**src/rtl/namco_cpuctl_latch_pkg.sv**
```systemverilog
// Shared constants for the Namco CPU-control latch bank.
package namco_cpuctl_pkg;

  // AD[3:2] function codes; code 3 is reserved.
  localparam logic [1:0] FN_IRQEN = 2'd0;
  localparam logic [1:0] FN_NMIEN = 2'd1;
  localparam logic [1:0] FN_RST   = 2'd2;

  // AD[1:0] can address at most four CPUs.
  localparam int unsigned MAX_CPU = 4;

endpackage

```
**src/rtl/namco_cpuctl_latch_if.sv**
```systemverilog
// Main-CPU bus side and sub-CPU control vectors of the CPU-control latch bank.
interface namco_cpuctl_latch_if #(
  parameter int unsigned NCPU = 3
) ();

  logic [3:0]      AD;
  logic            WR;
  logic            DI;
  logic            VBLK;
  logic [NCPU-1:0] IACK;
  logic [NCPU-1:0] RSTS;
  logic [NCPU-1:0] IRQS;
  logic [NCPU-1:0] NMIS;

  modport master (
    output AD, WR, DI, VBLK, IACK,
    input  RSTS, IRQS, NMIS
  );

  modport slave (
    input  AD, WR, DI, VBLK, IACK,
    output RSTS, IRQS, NMIS
  );

endinterface

```
**src/rtl/namco_periodic_tick.sv**
```systemverilog
// Free-running prescaler plus period counter; o_tick is high for the one cycle in
// which both counters wrap, i.e. once every DIV*PERIOD clocks.
module namco_periodic_tick #(
  parameter int unsigned DIV    = 16,
  parameter int unsigned PERIOD = 12500
) (
  input  logic CL,
  input  logic RESET_N,
  output logic o_tick
);

  localparam int unsigned DivW = (DIV > 1) ? $clog2(DIV) : 1;
  localparam int unsigned PerW = (PERIOD > 1) ? $clog2(PERIOD) : 1;

  logic [DivW-1:0] r_pre, w_pre_nxt;
  logic [PerW-1:0] r_per, w_per_nxt;
  logic            w_pre_wrap, w_per_wrap;

  // Next counter values with explicit wrap at each limit.
  always_comb begin
    w_pre_wrap = (r_pre == DivW'(DIV - 1));
    w_per_wrap = (r_per == PerW'(PERIOD - 1));
    w_pre_nxt  = w_pre_wrap ? '0 : r_pre + 1'b1;
    w_per_nxt  = r_per;
    if (w_pre_wrap) begin
      w_per_nxt = w_per_wrap ? '0 : r_per + 1'b1;
    end
    o_tick = w_pre_wrap & w_per_wrap;
  end

  // Counter state; restarts from zero on reset.
  always_ff @(posedge CL or negedge RESET_N) begin
    if (!RESET_N) begin
      r_pre <= '0;
      r_per <= '0;
    end else begin
      r_pre <= w_pre_nxt;
      r_per <= w_per_nxt;
    end
  end

endmodule

```
**src/rtl/namco_cpuctl_latch.sv**
```systemverilog
// CPU-control latch bank: per-CPU IRQ/NMI enable and pending latches, software
// reset holds, VBLANK rising-edge IRQ capture and a periodic timer NMI.
module namco_cpuctl_latch
  import namco_cpuctl_pkg::*;
#(
  parameter int unsigned     NCPU         = 3,
  parameter int unsigned     NMI_PRESCALE = 16,
  parameter int unsigned     NMI_PERIOD   = 12500,
  parameter logic [NCPU-1:0] NMI_CPUS     = 3'b100,
  parameter logic [NCPU-1:0] RST_CTRL     = 3'b110,
  parameter bit              NMI_EN_INV   = 1'b1
) (
  input  logic                 CL,
  input  logic                 RESET_N,
  namco_cpuctl_latch_if.slave  bus
);

  if (NCPU < 1 || NCPU > MAX_CPU) begin : g_bad_ncpu
    $error("NCPU out of range");
  end

  logic [NCPU-1:0] r_irq_en, r_irq_pend, r_nmi_en, r_nmi_pend, r_rst_hold;
  logic [NCPU-1:0] w_irq_en_nxt, w_irq_pend_nxt, w_nmi_en_nxt, w_nmi_pend_nxt;
  logic [NCPU-1:0] w_rst_hold_nxt;
  logic [NCPU-1:0] w_sel;
  logic            r_vblk_d;
  logic            w_vb_rise;
  logic            w_tick;
  logic            w_nmi_en_bit;

  namco_periodic_tick #(
    .DIV    (NMI_PRESCALE),
    .PERIOD (NMI_PERIOD)
  ) u_tick (
    .CL      (CL),
    .RESET_N (RESET_N),
    .o_tick  (w_tick)
  );

  // Next-state: set events first, then clears from IACK/disable writes layered
  // so that a disable write beats a set event and a set event beats IACK.
  always_comb begin
    w_vb_rise      = bus.VBLK & ~r_vblk_d;
    w_nmi_en_bit   = bus.DI ^ NMI_EN_INV;
    w_sel          = '0;
    w_irq_en_nxt   = r_irq_en;
    w_nmi_en_nxt   = r_nmi_en;
    w_irq_pend_nxt = (r_irq_pend & ~bus.IACK) | {NCPU{w_vb_rise}};
    w_nmi_pend_nxt = r_nmi_pend | (w_tick ? NMI_CPUS : '0);
    // CPUs outside RST_CTRL leave reset on the first edge after RESET_N rises.
    w_rst_hold_nxt = r_rst_hold & RST_CTRL;
    for (int i = 0; i < NCPU; i++) begin
      // Only indices below NCPU can match, so out-of-range writes drop out here.
      w_sel[i] = bus.WR && (bus.AD[1:0] == 2'(i));
      if (w_sel[i]) begin
        case (bus.AD[3:2])
          FN_IRQEN: begin
            w_irq_en_nxt[i] = bus.DI;
            if (!bus.DI) w_irq_pend_nxt[i] = 1'b0;
          end
          FN_NMIEN: begin
            w_nmi_en_nxt[i] = w_nmi_en_bit;
            if (!w_nmi_en_bit) w_nmi_pend_nxt[i] = 1'b0;
          end
          FN_RST: begin
            if (RST_CTRL[i]) w_rst_hold_nxt[i] = ~bus.DI;
          end
          default: ;
        endcase
      end
    end
  end

  // Latch state; reset holds every CPU in reset with nothing pending.
  always_ff @(posedge CL or negedge RESET_N) begin
    if (!RESET_N) begin
      r_irq_en   <= '0;
      r_irq_pend <= '0;
      r_nmi_en   <= '0;
      r_nmi_pend <= '0;
      r_rst_hold <= '1;
      r_vblk_d   <= 1'b0;
    end else begin
      r_irq_en   <= w_irq_en_nxt;
      r_irq_pend <= w_irq_pend_nxt;
      r_nmi_en   <= w_nmi_en_nxt;
      r_nmi_pend <= w_nmi_pend_nxt;
      r_rst_hold <= w_rst_hold_nxt;
      r_vblk_d   <= bus.VBLK;
    end
  end

  assign bus.RSTS = r_rst_hold;
  assign bus.IRQS = r_irq_en & r_irq_pend;
  assign bus.NMIS = r_nmi_en & r_nmi_pend & NMI_CPUS;

endmodule

```
**src/flat_wrapper.sv**
```systemverilog
// flat-port wrapper written by rule: the top's interface ports become plain ports
module namco_cpuctl_latch_flat import namco_cpuctl_pkg::*;
#(
  parameter int unsigned     NCPU         = 3,
  parameter int unsigned     NMI_PRESCALE = 16,
  parameter int unsigned     NMI_PERIOD   = 12500,
  parameter logic [NCPU-1:0] NMI_CPUS     = 3'b100,
  parameter logic [NCPU-1:0] RST_CTRL     = 3'b110,
  parameter bit              NMI_EN_INV   = 1'b1
)
  (CL, RESET_N, bus_AD, bus_WR, bus_DI, bus_VBLK, bus_IACK, bus_RSTS, bus_IRQS, bus_NMIS);
  namco_cpuctl_latch_if #(.NCPU(NCPU)) bus_i ();
  input  logic CL;
  input  logic RESET_N;
  input wire logic [$bits(bus_i.AD)-1:0] bus_AD;
  input wire logic [$bits(bus_i.WR)-1:0] bus_WR;
  input wire logic [$bits(bus_i.DI)-1:0] bus_DI;
  input wire logic [$bits(bus_i.VBLK)-1:0] bus_VBLK;
  input wire logic [$bits(bus_i.IACK)-1:0] bus_IACK;
  output wire logic [$bits(bus_i.RSTS)-1:0] bus_RSTS;
  output wire logic [$bits(bus_i.IRQS)-1:0] bus_IRQS;
  output wire logic [$bits(bus_i.NMIS)-1:0] bus_NMIS;
  assign bus_i.AD = bus_AD;
  assign bus_i.WR = bus_WR;
  assign bus_i.DI = bus_DI;
  assign bus_i.VBLK = bus_VBLK;
  assign bus_i.IACK = bus_IACK;
  assign bus_RSTS = bus_i.RSTS;
  assign bus_IRQS = bus_i.IRQS;
  assign bus_NMIS = bus_i.NMIS;
  namco_cpuctl_latch #(.NCPU(NCPU), .NMI_PRESCALE(NMI_PRESCALE), .NMI_PERIOD(NMI_PERIOD), .NMI_CPUS(NMI_CPUS), .RST_CTRL(RST_CTRL), .NMI_EN_INV(NMI_EN_INV)) u_core (.CL(CL), .RESET_N(RESET_N), .bus(bus_i));
endmodule
```
**config.mk**
```make
export PLATFORM = sky130hd
export DESIGN_NAME = namco_cpuctl_latch_flat
export DESIGN_NICKNAME = d
export VERILOG_FILES = /design/src/rtl/namco_cpuctl_latch_pkg.sv /design/src/rtl/namco_cpuctl_latch_if.sv /design/src/rtl/namco_periodic_tick.sv /design/src/rtl/namco_cpuctl_latch.sv /design/src/flat_wrapper.sv
export SDC_FILE = /design/constraint.sdc
export NUM_CORES = 1
export LEC_CHECK = 0
export ABC_CLOCK_PERIOD_IN_PS = 5100
export CORE_UTILIZATION = 57
export DETAILED_ROUTE_END_ITERATION = 16
export GPL_TIMING_DRIVEN = 0
export PLACE_DENSITY = 0.8
export SLEW_MARGIN = 5
export SYNTH_ARGS = -nofsm -noshare
export SYNTH_HDL_FRONTEND = slang
export SYNTH_SLANG_ARGS = --single-unit
```
**constraint.sdc**
```tcl
create_clock -name CL -period 5.1 [get_ports CL]
set_clock_uncertainty 0.15 [all_clocks]
set_input_delay 1.02 -clock CL [delete_from_list [all_inputs] [get_ports CL]]
set_output_delay 1.02 -clock CL [all_outputs]
set_load 0.03 [all_outputs]
```
# Word level (Yosys, flattened, before mapping)
# Cells that the tools add are included.
# Widths: inputs -> output; s select.
[word_totals]
regBits = 34
latch_bits = 0
ramBits = 0
mem_bits_ro = 0
input_bits = 12
output_inout_bits = 9
word_cells = 66
memories = 0
[op_classes]
add_sub_neg = 2
n_mul = 0
div = 0
order_cmp = 0
eq_ne = 6
shifts = 0
muxes = 21
bitwise = 10
reduce_logical = 13
[ops]
columns = ["operator", "count"]
rows = [
  ["$mux 1", 18],
  ["$reduce_and 2->1", 8],
  ["$add 14x1->14 const B", 1],
  ["$eq 14x14->1 const B", 1],
  ["$mux 14", 1],
  ["$and 3x3->3", 3],
  ["$or 3x3->3", 2],
  ["$add 4x1->4 const B", 1],
  ["$eq 2x1->1 const B", 2],
  ["$eq 2x2->1 const B", 2],
  ["$eq 4x4->1 const B", 1],
  ["$logic_not 2->1", 2],
  ["$mux 4", 1],
  ["$logic_and 1x1->1", 3],
  ["$mux 3", 1],
  ["$not 3->3", 1],
  ["$and 1x1->1", 2],
  ["$not 1->1", 2],
]

# Logic depth before layout (Yosys ltp)
[logic_depth]
word_depth = 7
depth_mapped = 6
ltp_nobuf = 5

# Cells and area by module
# A second synthesis with hierarchy kept.
[hier_totals]
cells_unflattened = 136
area_unflattened_um2 = 1451.4
[modules_own_cells]
columns = ["mod", "instances", "cells_each", "area_per_inst_um2"]
rows = [
  ["namco_periodic_tick", 1, 87, 887.1],
  ["namco_cpuctl_latch", 1, 49, 564.3],
]

# Worst setup path after synthesis
# OpenSTA, ideal clock, no wires.
[synth_path]
path_type = "input port to flip-flop"
startpoint = "input bus_AD[0]"
endpoint = "register u_core.r_irq_en[2]"
arrival_time_ps = 1718
slack_ps = 3107
stages = 3
path_buffers = 0
cell_sequence = "nand3b_1 -> nor3_1 -> mux2_2"
[synth_via]
elab_chain_cells = 3
[synth_rtl]
columns = ["item", "line_no", "source"]
rows = [
  ["start, declared", "flat_wrapper.sv:15", "input wire logic [$bits(bus_i.AD)-1:0] bus_AD;"],
  ["$eq 2x2->1", "namco_cpuctl_latch.sv:54", "w_sel[i] = bus.WR && (bus.AD[1:0] == 2'(i));"],
  ["$logic_and 1x1->1", "namco_cpuctl_latch.sv:54", ""],
  ["$reduce_and 2->1 (no line)", "--", ""],
  ["end signal, assigned", "namco_cpuctl_latch.sv:84", "r_irq_en <= w_irq_en_nxt;"],
  ["end, declared", "namco_cpuctl_latch.sv:22", "logic [NCPU-1:0] r_irq_en, r_irq_pend, r_nmi_en, r_nmi_pend, r_rst_hold;"],
]
# No other way between the ends.
# A chain may end at the register's enable or synchronous reset.

# Worst setup path after layout
[layout_path]
startpoint = "register u_core.r_rst_hold[2], in the netlist u_core.bus.RSTS[2]"
endpoint = "output bus_RSTS[2]"
[layout_rtl]
columns = ["item", "line_no", "source"]
rows = [
  ["start, declared", "namco_cpuctl_latch.sv:22", ""],
  ["start signal, assigned", "namco_cpuctl_latch.sv:88", "r_rst_hold <= w_rst_hold_nxt;"],
  ["end, declared", "flat_wrapper.sv:20", "output wire logic [$bits(bus_i.RSTS)-1:0] bus_RSTS;"],
]
# No word-level cell between the ends.

==> impl_metrics.tcl <==
set metrics [dict create \
    coreArea_mm2 0.00228 \
    path_cells "clkdlybuf4s50_1" \
    cts_resized 0 \
    cts_hold_buf 0 \
    fmax_ghz 0.372 \
    die_w_um 52.0 \
    worst-path-buf-inv 1 \
    pre_cts_ws_ns 2.37 \
    diodes 0 \
    start_kind "register" \
    pin_count 21 \
    antenna_found_initial 0 \
    min_period_over_period_pct 52.7 \
    yosysWarnings 0 \
    grt_overflow_total 0 \
    slew-limit-headroom_pct 58.1 \
    setup_viol 0 \
    powerDensity_mw_per_mm2 274 \
    drive_gt1_share_pct 13.8 \
    grt_max_degree 31 \
    routed_wl_mm 2.48 \
    critPathSlowestCell "clkdlybuf4s50_1" \
    ant_nets 0 \
    rows 17 \
    min_period_ns 2.69 \
    drtIter0Drc 14 \
    power.leakage_nw 0.749 \
    layout.nets 172 \
    cp_top_family "buffers and inverters" \
    r2r_start "u_core.u_tick.r_per[0]$_DFFE_PN0N_" \
    insertion_delay_ns 0.32 \
    gp_congestion 0.758 \
    critPathMaxFanout 2 \
    post-route-drc-count 0 \
    grt_pass1_vias 1006 \
    fin_total_pwr_w 0.000467 \
    drv_slew 0 \
    required_ns 3.93 \
    dp_hpwl_mm 1.87 \
    fp.dieH_um 52.0 \
    portBuffers 18 \
    tightestPinTransition_ns 0.629 \
    yosysTopAreaCell "dfrtp_1" \
    slowest_delay_ns 0.66 \
    arrival_ns 1.52 \
    ys_ff_latch 30 \
    cts_root_buf "clkbuf_4" \
    ir_drop_mv 0.225 \
    layout_commonest_cell "dfrtp_1" \
    min_path_type "register to register" \
    h-tree-depth 2 \
    drv_cap 0 \
    postCtsSetupRepairBufs 0 \
    worstHoldStart "u_core.bus.RSTS[1]$_DFFE_PN1P_" \
    end_kind "output port" \
    rsz0062_at_grt "no" \
    initial_core_util_pct 62.7 \
    cp-startpoint "u_core.bus.RSTS[2]$_DFFE_PN1P_" \
    fin_hold_ws_ns 0.336 \
    syn_area_per_cell_um2 10.9 \
    wl_per_cell_um 13.3 \
    vias_per_cell 5.55 \
    synth_top_area_share_pct 47.4 \
    postLayoutCoreUtil_pct 74.9 \
    hold_violations 0 \
    vias 1038 \
    syn-cell-area_mm2 0.00143 \
    synthCells 131 \
    synth.distinct_cells 36 \
    clkSinkCount 30 \
    synth.area.top_cells "dfrtp_1, dfstp_2, and2_1, xor2_1, nand2_1" \
    final_cell_mix "dfrtp_1, clkdlybuf4s50_1, nand2_1, and2_1, nor2_1" \
    die_area_mm2 0.00271 \
    path_clk_slew_ns 0.09 \
    drt-pass1-iter-count 4 \
    track_usage_pct 22.7 \
    cts_buffers 5 \
    syn2layout_area_growth_pct 19.5 \
    cts.path.max_buffers 2 \
    seq_area_frac_synth_pct 52.9 \
    crit_type "register to output port" \
    outcome "completed" \
    tns_ns 0 \
    tritoncts "built" \
    grt_pass1_wl_mm 4.28 \
    worst_slack_ns 2.41 \
]
[synthesized netlist by cell type (all sizes together)]
| master | count |
|---|---|
| dfrtp | 27 |
| nand2 | 10 |
| and2 | 7 |
| nor2 | 7 |
| nand2b | 6 |
| nand3 | 6 |
| o21ai | 6 |
| nand4 | 5 |
| nor3 | 5 |
| xor2 | 5 |
| a21oi | 4 |
| xnor2 | 4 |
| buf | 3 |
| dfstp | 3 |
| inv | 3 |
| mux2 | 3 |
| nor3b | 3 |
| o31ai | 3 |
| a22oi | 2 |
| a31oi | 2 |
| ha | 2 |
| nand3b | 2 |
| o21a | 2 |
| or4 | 2 |
| and3 | 1 |
| and3b | 1 |
| conb | 1 |
| nor2b | 1 |
| nor4b | 1 |
| nor4bb | 1 |
| o211ai | 1 |
| or2 | 1 |
| or4b | 1 |
[final timing paths]
| check | to | slack, ns | cells after the start |
|---|---|---|---|
| worst max-delay path | bus_RSTS[2] | 2.41 | 1 |
| worst min register to register | u_core.bus.RSTS[1]$_DFFE_PN1P_ | 0.34 | 2 |
| worst min-delay path | u_core.bus.RSTS[1]$_DFFE_PN1P_ | 0.34 | 2 |
| max in group asynchronous | u_core.u_tick.r_per[0]$_DFFE_PN0N_ | 3.83 | 1 |
| worst max register to register | u_core.u_tick.r_per[7]$_DFFE_PN0N_ | 3.10 | 5 |
| min in group asynchronous | u_core.r_irq_pend[1]$_DFF_PN0_ | 0.56 | 1 |
[worst register-to-register path, stage by stage, from the launching register on]
cell	delay [ns]
dfrtp_1	0.40
ha_1	0.25
nor4b_1	0.24
nand4_1	0.24
nor2_1	0.43
o211ai_1	0.16
[flip-flops by register name, summed over array words and instances, names as in the netlist]
name and flops:
u_core.u_tick.r_per 14, u_core.u_tick.r_pre 4, u_core.bus.RSTS 3, u_core.r_irq_en 3, u_core.r_irq_pend 3, u_core.r_nmi_en 1
u_core.r_nmi_pend 1, u_core.r_vblk_d 1
[kinds of logic after synthesis]
kind of cell | synth area share, %
multiplexers | 2.37
buffers and inverters | 2.37
adder cells (fa/ha/maj) | 1.75
flip-flops | 52.9
AND/OR/NAND/NOR | 26.2
AO/OA/AOI/OAI | 8.60
other | 0.263
XOR/XNOR | 5.53
[metal layers]
metal | track usage, % | routed length, um
met5 | 0 | 0
met4 | 8.11 | 31
met3 | 8.77 | 113
met2 | 38.0 | 1200
met1 | 26.1 | 1140
[final cells by class]
| type | instances | area [um^2] |
|---|---|---|
| clock inverter | 1 | 5.00 |
| inverter | 3 | 11.3 |
| timing repair buffer | 18 | 175 |
| multi-input combinational | 97 | 646 |
| fill | 160 | 572 |
| clock buffer | 7 | 55.1 |
| buffer | 3 | 22.5 |
| tap | 28 | 35.0 |
| sequential | 30 | 754 |
[through the flow]
stage	instance area [um^2]	instances
final	1700	187
after global placement	1650	179
after CTS	1710	187
after floorplan	1430	133
after global routing	1700	187
after detailed placement	1650	179
[where the power goes]
part	switching (W)	total [W]	leakage, nW	internal [W]
combinational	0.0000330	0.0000634	0.334	0.0000305
clock	0.0000774	0.000144	0.0353	0.0000667
sequential	0.00000553	0.000259	0.379	0.000254
total	0.000116	0.000467	0.749	0.000351
(Power assumes the default switching activity.)
